## src/rtl/stdp_pkg.sv

```systemverilog
// Shared fixed-point constants and clamp/saturate helpers for the STDP synapse.
package stdp_pkg;

  // Fixed-point 1.0 for a given number of fraction bits.
  function automatic int unsigned fx_one(input int unsigned decimal_bits);
    return 32'd1 << decimal_bits;
  endfunction

  localparam int unsigned DECIMAL_BITS_DEFAULT = 7;
  localparam int unsigned ONE = fx_one(DECIMAL_BITS_DEFAULT);

  // Upper clamp; callers zero-extend into 64 bits so nothing can wrap.
  function automatic logic [63:0] sat_hi(input logic [63:0] v, input logic [63:0] hi);
    return (v > hi) ? hi : v;
  endfunction

  // Subtraction floored at zero.
  function automatic logic [63:0] sub_sat0(input logic [63:0] a, input logic [63:0] b);
    return (b > a) ? 64'd0 : a - b;
  endfunction

endpackage

```

## src/rtl/stdp_synapse_array_if.sv

```systemverilog
// Host weight load/readback bus for the STDP synapse array.
interface stdp_synapse_array_if #(
  parameter int unsigned N_CH  = 4,
  parameter int unsigned WIDTH = 16
);
  localparam int unsigned AW = $clog2(N_CH);

  logic             wr_en;
  logic [AW-1:0]    wr_addr;
  logic [WIDTH-1:0] wr_data;
  logic [AW-1:0]    rd_addr;
  logic [WIDTH-1:0] rd_data;

  modport master (output wr_en, wr_addr, wr_data, rd_addr, input rd_data);
  modport slave  (input wr_en, wr_addr, wr_data, rd_addr, output rd_data);
endinterface

```

## src/rtl/stdp_ltp_scan.sv

```systemverilog
// Sequential LTP scan: one shared multiplier walks the channels after a post-spike.
module stdp_ltp_scan
  import stdp_pkg::*;
#(
  parameter int unsigned N_CH         = 4,
  parameter int unsigned WIDTH        = 16,
  parameter int unsigned DECIMAL_BITS = 7,
  parameter int unsigned A_PLUS_SHIFT = 5,
  parameter int unsigned W_MAX        = 2 * fx_one(DECIMAL_BITS),
  localparam int unsigned AW          = $clog2(N_CH)
) (
  input  logic                        clk,
  input  logic                        reset_n,
  input  logic                        post_spike,
  input  logic                        learn_en,
  input  logic [N_CH-1:0][WIDTH-1:0]  pre_trace,
  input  logic [WIDTH-1:0]            cur_w,
  output logic                        wr_stb,
  output logic [AW-1:0]               wr_idx,
  output logic [WIDTH-1:0]            wr_val,
  output logic                        busy
);
  localparam logic [0:0] IDLE = 1'b0;
  localparam logic [0:0] SCAN = 1'b1;
  localparam int unsigned PSHIFT = DECIMAL_BITS + A_PLUS_SHIFT;
  localparam logic [AW-1:0] LAST = AW'(N_CH - 1);

  logic [0:0]                 state;
  logic [AW-1:0]              idx;
  logic                       pending;
  logic [N_CH-1:0][WIDTH-1:0] snap;
  logic [WIDTH-1:0]           headroom;
  logic [2*WIDTH-1:0]         prod;

  // Potentiation of the channel under the scan pointer, clamped at W_MAX.
  always_comb begin
    headroom = WIDTH'(sub_sat0(64'(W_MAX), 64'(cur_w)));
    prod     = (2*WIDTH)'(snap[idx]) * (2*WIDTH)'(headroom);
    wr_val   = WIDTH'(sat_hi(64'(cur_w) + 64'(prod >> PSHIFT), 64'(W_MAX)));
  end

  assign wr_stb = (state == SCAN) && learn_en;
  assign wr_idx = idx;
  assign busy   = (state == SCAN);

  // Scan FSM; a post-spike on the final step is folded into the pending rescan.
  always_ff @(posedge clk or negedge reset_n) begin
    if (!reset_n) begin
      state   <= IDLE;
      idx     <= '0;
      pending <= 1'b0;
      snap    <= '0;
    end else begin
      case (state)
        IDLE: begin
          if (post_spike && learn_en) begin
            snap    <= pre_trace;
            idx     <= '0;
            pending <= 1'b0;
            state   <= SCAN;
          end
        end
        SCAN: begin
          if (!learn_en) begin
            state   <= IDLE;
            idx     <= '0;
            pending <= 1'b0;
          end else if (idx == LAST) begin
            idx     <= '0;
            pending <= 1'b0;
            if (pending || post_spike) snap  <= pre_trace;
            else                       state <= IDLE;
          end else begin
            idx <= idx + AW'(1);
            if (post_spike) pending <= 1'b1;
          end
        end
        default: state <= IDLE;
      endcase
    end
  end

endmodule

```

## src/rtl/stdp_synapse_array.sv

```systemverilog
// Multi-input STDP synapse: per-channel traces, parallel LTD, scanned LTP, summed current.
module stdp_synapse_array
  import stdp_pkg::*;
#(
  parameter int unsigned N_CH          = 4,
  parameter int unsigned WIDTH         = 16,
  parameter int unsigned DECIMAL_BITS  = 7,
  parameter int unsigned TRACE_SHIFT   = 4,
  parameter int unsigned A_PLUS_SHIFT  = 5,
  parameter int unsigned A_MINUS_SHIFT = 6,
  parameter int unsigned W_MAX         = 2 * fx_one(DECIMAL_BITS),
  parameter int unsigned W_INIT        = fx_one(DECIMAL_BITS),
  parameter int unsigned ISYN_SHIFT    = 2,
  localparam int unsigned AW           = $clog2(N_CH)
) (
  input  logic                 clk,
  input  logic                 reset_n,
  input  logic [N_CH-1:0]      pre_spike,
  input  logic                 post_spike,
  input  logic                 learn_en,
  stdp_synapse_array_if.slave  host,
  output logic [WIDTH+AW-1:0]  i_syn,
  output logic                 busy
);
  localparam int unsigned ONE_FX = fx_one(DECIMAL_BITS);
  localparam int unsigned MSHIFT = DECIMAL_BITS + A_MINUS_SHIFT;
  localparam logic [63:0] SAT    = (64'd1 << WIDTH) - 64'd1;

  logic [N_CH-1:0][WIDTH-1:0] weight, w_next;
  logic [N_CH-1:0][WIDTH-1:0] pre_trace, tr_next;
  logic [WIDTH-1:0]           post_trace, post_next;
  logic [WIDTH+AW-1:0]        isyn_next;
  logic                       scan_stb;
  logic [AW-1:0]              scan_idx;
  logic [WIDTH-1:0]           scan_val;

  stdp_ltp_scan #(
    .N_CH        (N_CH),
    .WIDTH       (WIDTH),
    .DECIMAL_BITS(DECIMAL_BITS),
    .A_PLUS_SHIFT(A_PLUS_SHIFT),
    .W_MAX       (W_MAX)
  ) u_scan (
    .clk       (clk),
    .reset_n   (reset_n),
    .post_spike(post_spike),
    .learn_en  (learn_en),
    .pre_trace (pre_trace),
    .cur_w     (weight[scan_idx]),
    .wr_stb    (scan_stb),
    .wr_idx    (scan_idx),
    .wr_val    (scan_val),
    .busy      (busy)
  );

  // Decaying traces with saturating spike increments.
  always_comb begin
    tr_next = '0;
    for (int unsigned c = 0; c < N_CH; c++) begin
      tr_next[c] = WIDTH'(sat_hi(64'(pre_trace[c]) - 64'(pre_trace[c] >> TRACE_SHIFT)
                                 + (pre_spike[c] ? 64'(ONE_FX) : 64'd0), SAT));
    end
    post_next = WIDTH'(sat_hi(64'(post_trace) - 64'(post_trace >> TRACE_SHIFT)
                              + (post_spike ? 64'(ONE_FX) : 64'd0), SAT));
  end

  // Per-channel weight update: host write, then scan write, then LTD.
  always_comb begin
    w_next = weight;
    for (int unsigned c = 0; c < N_CH; c++) begin
      if (host.wr_en && host.wr_addr == AW'(c))
        w_next[c] = WIDTH'(sat_hi(64'(host.wr_data), 64'(W_MAX)));
      else if (scan_stb && scan_idx == AW'(c))
        w_next[c] = scan_val;
      else if (pre_spike[c] && learn_en)
        w_next[c] = WIDTH'(sub_sat0(64'(weight[c]),
                      64'(((2*WIDTH)'(post_trace) * (2*WIDTH)'(weight[c])) >> MSHIFT)));
    end
  end

  // Synaptic current from pre-update weights of spiking channels.
  always_comb begin
    isyn_next = '0;
    for (int unsigned c = 0; c < N_CH; c++) begin
      if (pre_spike[c]) isyn_next = isyn_next + (WIDTH+AW)'(weight[c] >> ISYN_SHIFT);
    end
  end

  // State registers and registered outputs.
  always_ff @(posedge clk or negedge reset_n) begin
    if (!reset_n) begin
      for (int unsigned c = 0; c < N_CH; c++) weight[c] <= WIDTH'(W_INIT);
      pre_trace    <= '0;
      post_trace   <= '0;
      i_syn        <= '0;
      host.rd_data <= '0;
    end else begin
      weight       <= w_next;
      pre_trace    <= tr_next;
      post_trace   <= post_next;
      i_syn        <= isyn_next;
      host.rd_data <= weight[host.rd_addr];
    end
  end

endmodule

```

## src/flat_wrapper.sv

```systemverilog
// flat-port wrapper written by rule: the top's interface ports become plain ports
module stdp_synapse_array_flat import stdp_pkg::*;
#(
  parameter int unsigned N_CH          = 4,
  parameter int unsigned WIDTH         = 16,
  parameter int unsigned DECIMAL_BITS  = 7,
  parameter int unsigned TRACE_SHIFT   = 4,
  parameter int unsigned A_PLUS_SHIFT  = 5,
  parameter int unsigned A_MINUS_SHIFT = 6,
  parameter int unsigned W_MAX         = 2 * fx_one(DECIMAL_BITS),
  parameter int unsigned W_INIT        = fx_one(DECIMAL_BITS),
  parameter int unsigned ISYN_SHIFT    = 2,
  localparam int unsigned AW           = $clog2(N_CH)
)
  (clk, reset_n, pre_spike, post_spike, learn_en, i_syn, busy, host_wr_en, host_wr_addr, host_wr_data, host_rd_addr, host_rd_data);
  stdp_synapse_array_if #(.N_CH(N_CH), .WIDTH(WIDTH)) host_i ();
  input  logic clk;
  input  logic reset_n;
  input  logic [N_CH-1:0] pre_spike;
  input  logic post_spike;
  input  logic learn_en;
  output logic [WIDTH+AW-1:0] i_syn;
  output logic busy;
  input wire logic [$bits(host_i.wr_en)-1:0] host_wr_en;
  input wire logic [$bits(host_i.wr_addr)-1:0] host_wr_addr;
  input wire logic [$bits(host_i.wr_data)-1:0] host_wr_data;
  input wire logic [$bits(host_i.rd_addr)-1:0] host_rd_addr;
  output wire logic [$bits(host_i.rd_data)-1:0] host_rd_data;
  assign host_i.wr_en = host_wr_en;
  assign host_i.wr_addr = host_wr_addr;
  assign host_i.wr_data = host_wr_data;
  assign host_i.rd_addr = host_rd_addr;
  assign host_rd_data = host_i.rd_data;
  stdp_synapse_array #(.N_CH(N_CH), .WIDTH(WIDTH), .DECIMAL_BITS(DECIMAL_BITS), .TRACE_SHIFT(TRACE_SHIFT), .A_PLUS_SHIFT(A_PLUS_SHIFT), .A_MINUS_SHIFT(A_MINUS_SHIFT), .W_MAX(W_MAX), .W_INIT(W_INIT), .ISYN_SHIFT(ISYN_SHIFT)) u_core (.clk(clk), .reset_n(reset_n), .pre_spike(pre_spike), .post_spike(post_spike), .learn_en(learn_en), .host(host_i), .i_syn(i_syn), .busy(busy));
endmodule
```

## config.mk

```make
export PLATFORM = sky130hd
export DESIGN_NAME = stdp_synapse_array_flat
export DESIGN_NICKNAME = d
export VERILOG_FILES = /design/src/rtl/stdp_pkg.sv /design/src/rtl/stdp_synapse_array_if.sv /design/src/rtl/stdp_ltp_scan.sv /design/src/rtl/stdp_synapse_array.sv /design/src/flat_wrapper.sv
export SDC_FILE = /design/constraint.sdc
export NUM_CORES = 2
export LEC_CHECK = 0
export CAP_MARGIN = 20
export CORE_ASPECT_RATIO = 2
export CORE_UTILIZATION = 53
export CTS_BUF_LIST = sky130_fd_sc_hd__clkbuf_8
export DETAILED_ROUTE_END_ITERATION = 10
export PLACE_DENSITY = 0.78
export SETUP_SLACK_MARGIN = 0.5
export SYNTH_ARGS = -nofsm -noshare
export SYNTH_HDL_FRONTEND = slang
export SYNTH_HIERARCHICAL = 1
export SYNTH_SLANG_ARGS = --single-unit
```

## constraint.sdc

```tcl
create_clock -name clk -period 32.7 [get_ports clk]
set_clock_uncertainty 0.15 [all_clocks]
set_input_delay 4.905 -clock clk [delete_from_list [all_inputs] [get_ports clk]]
set_output_delay 4.905 -clock clk [all_outputs]
set_load 0.02 [all_outputs]
```

==> flow_metrics.tcl <==
set metrics [dict create \
    status "completed" \
    period_share 0.424 \
    dieArea_sq_mm 0.119 \
    synth_area_sq_mm 0.0621 \
    syn_to_final_growth_pct 5.29 \
    num_rows 177 \
    clock_latency_ns 0.69 \
    drt_iter0_drc 4052 \
    via_count 53500 \
    grt_pass1_wl_mm 327 \
    start_kind "flip-flop" \
    synth-main-ff-cell "dfrtp_1" \
    min_path_type "reg2reg" \
    gr-usage-all-layers 0.368 \
    rsz0062_at_grt "false" \
    hold_depth 1 \
    timing.final.crit_period_ns 13.85 \
    cts_resized 0 \
    post_cts_buffers 0 \
    cts_made_buffers 37 \
    worstSetupEndpointType "flip-flop" \
    tns_ns 0 \
    reg2regPathDepth 36 \
    maxSlewViolCount 0 \
    synth_cell_types 92 \
    global_route.overflow_total 0 \
    top_layer "met5" \
    die_h_microns 486 \
    grt_pass1_vias 58100 \
    post_drt_via_cell_ratio 6.13 \
    coreArea_sq_mm 0.116 \
    fillers 10300 \
    synth-seq-cells 245 \
    path_clk_slew_ns 0.07 \
    routabilityCongestion 1.08 \
    synth_cells 7210 \
    drc 0 \
    nets 8937 \
    drive_gt1_frac 0.0556 \
    die_x_microns 244 \
    io_pins 64 \
    slowest_stage "nor4_1" \
    initial_core_util 0.534 \
    drt-met1-wl_mm 62.4 \
    maxSlewHeadroom 0.133 \
    firstDrtPassIters 8 \
    cap_viol_max_count 0 \
    crit_top_cell "fa_1" \
    yosysWarnings 6 \
    hold_viol_final 0 \
    cts_root_buffer "clkbuf_8" \
    h-tree-depth 2 \
    path_class "reg2reg" \
    crit_required_ns 33.12 \
    cts_tree "built" \
    async_flop_share 1.00 \
    crit_fanout 36 \
    grt_max_degree 133 \
    cp.arrival_ns 14.27 \
    wl_met3_mm 19.2 \
    setup_violations 0 \
    io_buffers 62 \
    synth_edf_count 0 \
    cts_hold_buf 0 \
    routed_wl_mm 214 \
    drt.antenna.violating_nets 0 \
    yosysSeqAreaShare 0.0988 \
    slowest_delay_ns 1.11 \
    syn_avg_cell_area_sq_um 8.62 \
    worst_pin_slew_ns 1.29 \
    dr_wl_met2_mm 104 \
    antenna_found_initial 11 \
    clockBufferDepth 3 \
    wl_per_cell_microns 24.5 \
    whs_ns 0.357 \
    clock-sinks 245 \
    hpwl_mm 165 \
    fmax_mhz 72.2 \
]
## synthesized netlist by cell type (64+ instances only)
cell type,n,area (sq um)
xor2_1,97,850
o21ai_0,170,851
nand2_1,886,3330
xnor2_1,180,1580
ha_1,760,9510
nor2_1,557,2090
o21a_1,64,480
a21o_1,93,698
nor3_1,80,400
clkbuf_1,277,1040
nand3_1,75,375
dfrtp_1,241,6030
inv_1,1412,5300
fa_1,978,19600
mux2_2,102,1150
and2_1,197,1230
a21oi_1,263,1320
## cells in the final DEF, fill, tap and decap left out, types with 51 or more instances in the layout
| master | n |
|---|---|
| a21o_1 | 93 |
| a21oi_1 | 262 |
| and2_1 | 197 |
| buf_4 | 121 |
| clkdlybuf4s50_1 | 61 |
| conb_1 | 56 |
| dfrtp_1 | 228 |
| fa_1 | 978 |
| ha_1 | 760 |
| inv_1 | 1420 |
| mux2_2 | 102 |
| nand2_1 | 886 |
| nand2b_1 | 60 |
| nand3_1 | 74 |
| nand4_1 | 51 |
| nor2_1 | 557 |
| nor2b_1 | 52 |
| nor3_1 | 78 |
| o21a_1 | 64 |
| o21ai_0 | 170 |
| xnor2_1 | 180 |
| xor2_1 | 97 |
## cells by family after synthesis
| logic type | count (synthesis) | share of synthesized area |
|---|---|---|
| xor gates and xnor gates | 277 | 0.0391 |
| adders and majority gates | 1738 | 0.468 |
| other | 3 | 0.000181 |
| buffers and inverters | 1740 | 0.106 |
| muxes | 162 | 0.0360 |
| AOI/OAI and AO/OA | 921 | 0.0972 |
| DFF | 245 | 0.0988 |
| and+or+nand+nor | 2124 | 0.155 |
## flip-flops by register name, indices dropped and copies added (netlist names)
register / cells
u_core/pre_trace: 64
u_core/u_scan/snap: 64
u_core/weight: 64
u_core/i_syn: 17
u_core/host.rd_data: 16
u_core/post_trace: 16
u_core/u_scan/wr_idx: 2
u_core/u_scan/busy: 1
u_core/u_scan/pending: 1
## final cells by class
class	count	area, sq um	share of cell area
clock inverters	21	155	0.00237
clock buffers	46	633	0.00968
repair buffers	187	1600	0.0244
multi-input cells	5278	49600	0.759
inverters	1421	5330	0.0815
flip-flops and latches	245	6150	0.0941
diodes	4	10.0	0.000153
well taps	1521	1900	0.0291
## critical path, delay by kind of cell (launching register included)
| family | cells | cell delay (ns) |
|---|---|---|
| simple gates | 10 | 4.27 |
| fa+ha+maj | 8 | 3.95 |
| compound gates | 11 | 3.10 |
| buf+inv | 5 | 0.80 |
| mux | 1 | 0.67 |
| flops | 1 | 0.63 |
| xor+xnor | 1 | 0.15 |
## metal layers
metal  track usage  up-vias
met5             0        -
met4         0.383       18
met3        0.0883     1477
met2         0.633     3057
met1         0.345    26300
li1              -    22600
## final timing paths
kind | slack, ns | start | endpoint
worst max-delay path | 18.85 | u_core/u_scan/wr_idx[0] | u_core/weight[33]
worst min-delay path | 0.36 | u_core/u_scan/snap[17] | u_core/u_scan/snap[17]
worst max register to register | 18.85 | u_core/u_scan/wr_idx[0] | u_core/weight[33]
worst min register to register | 0.36 | u_core/u_scan/snap[17] | u_core/u_scan/snap[17]
max in group asynchronous | 25.88 | reset_n | u_core/post_trace[8]
min in group asynchronous | 4.13 | reset_n | u_core/pre_trace[44]
## stage by stage
| step | cells | instance area (sq um) | setup slack (ns) | util |
|---|---|---|---|---|
| after CTS | 8716 | 65400 | 18.95 | 0.562 |
| final | 8723 | 65400 | 18.85 | 0.563 |
| after floorplan | 7263 | 62300 | 20.60 | - |
| after global placement | 8647 | 64500 | 19.19 | 0.555 |
| after global routing | 8720 | 65400 | 18.12 | 0.563 |
| after detailed placement | 8649 | 64600 | 19.01 | 0.555 |
Power is not shown: default switching activity piles up to over one toggle a cycle in this logic, so the estimate is an artifact.
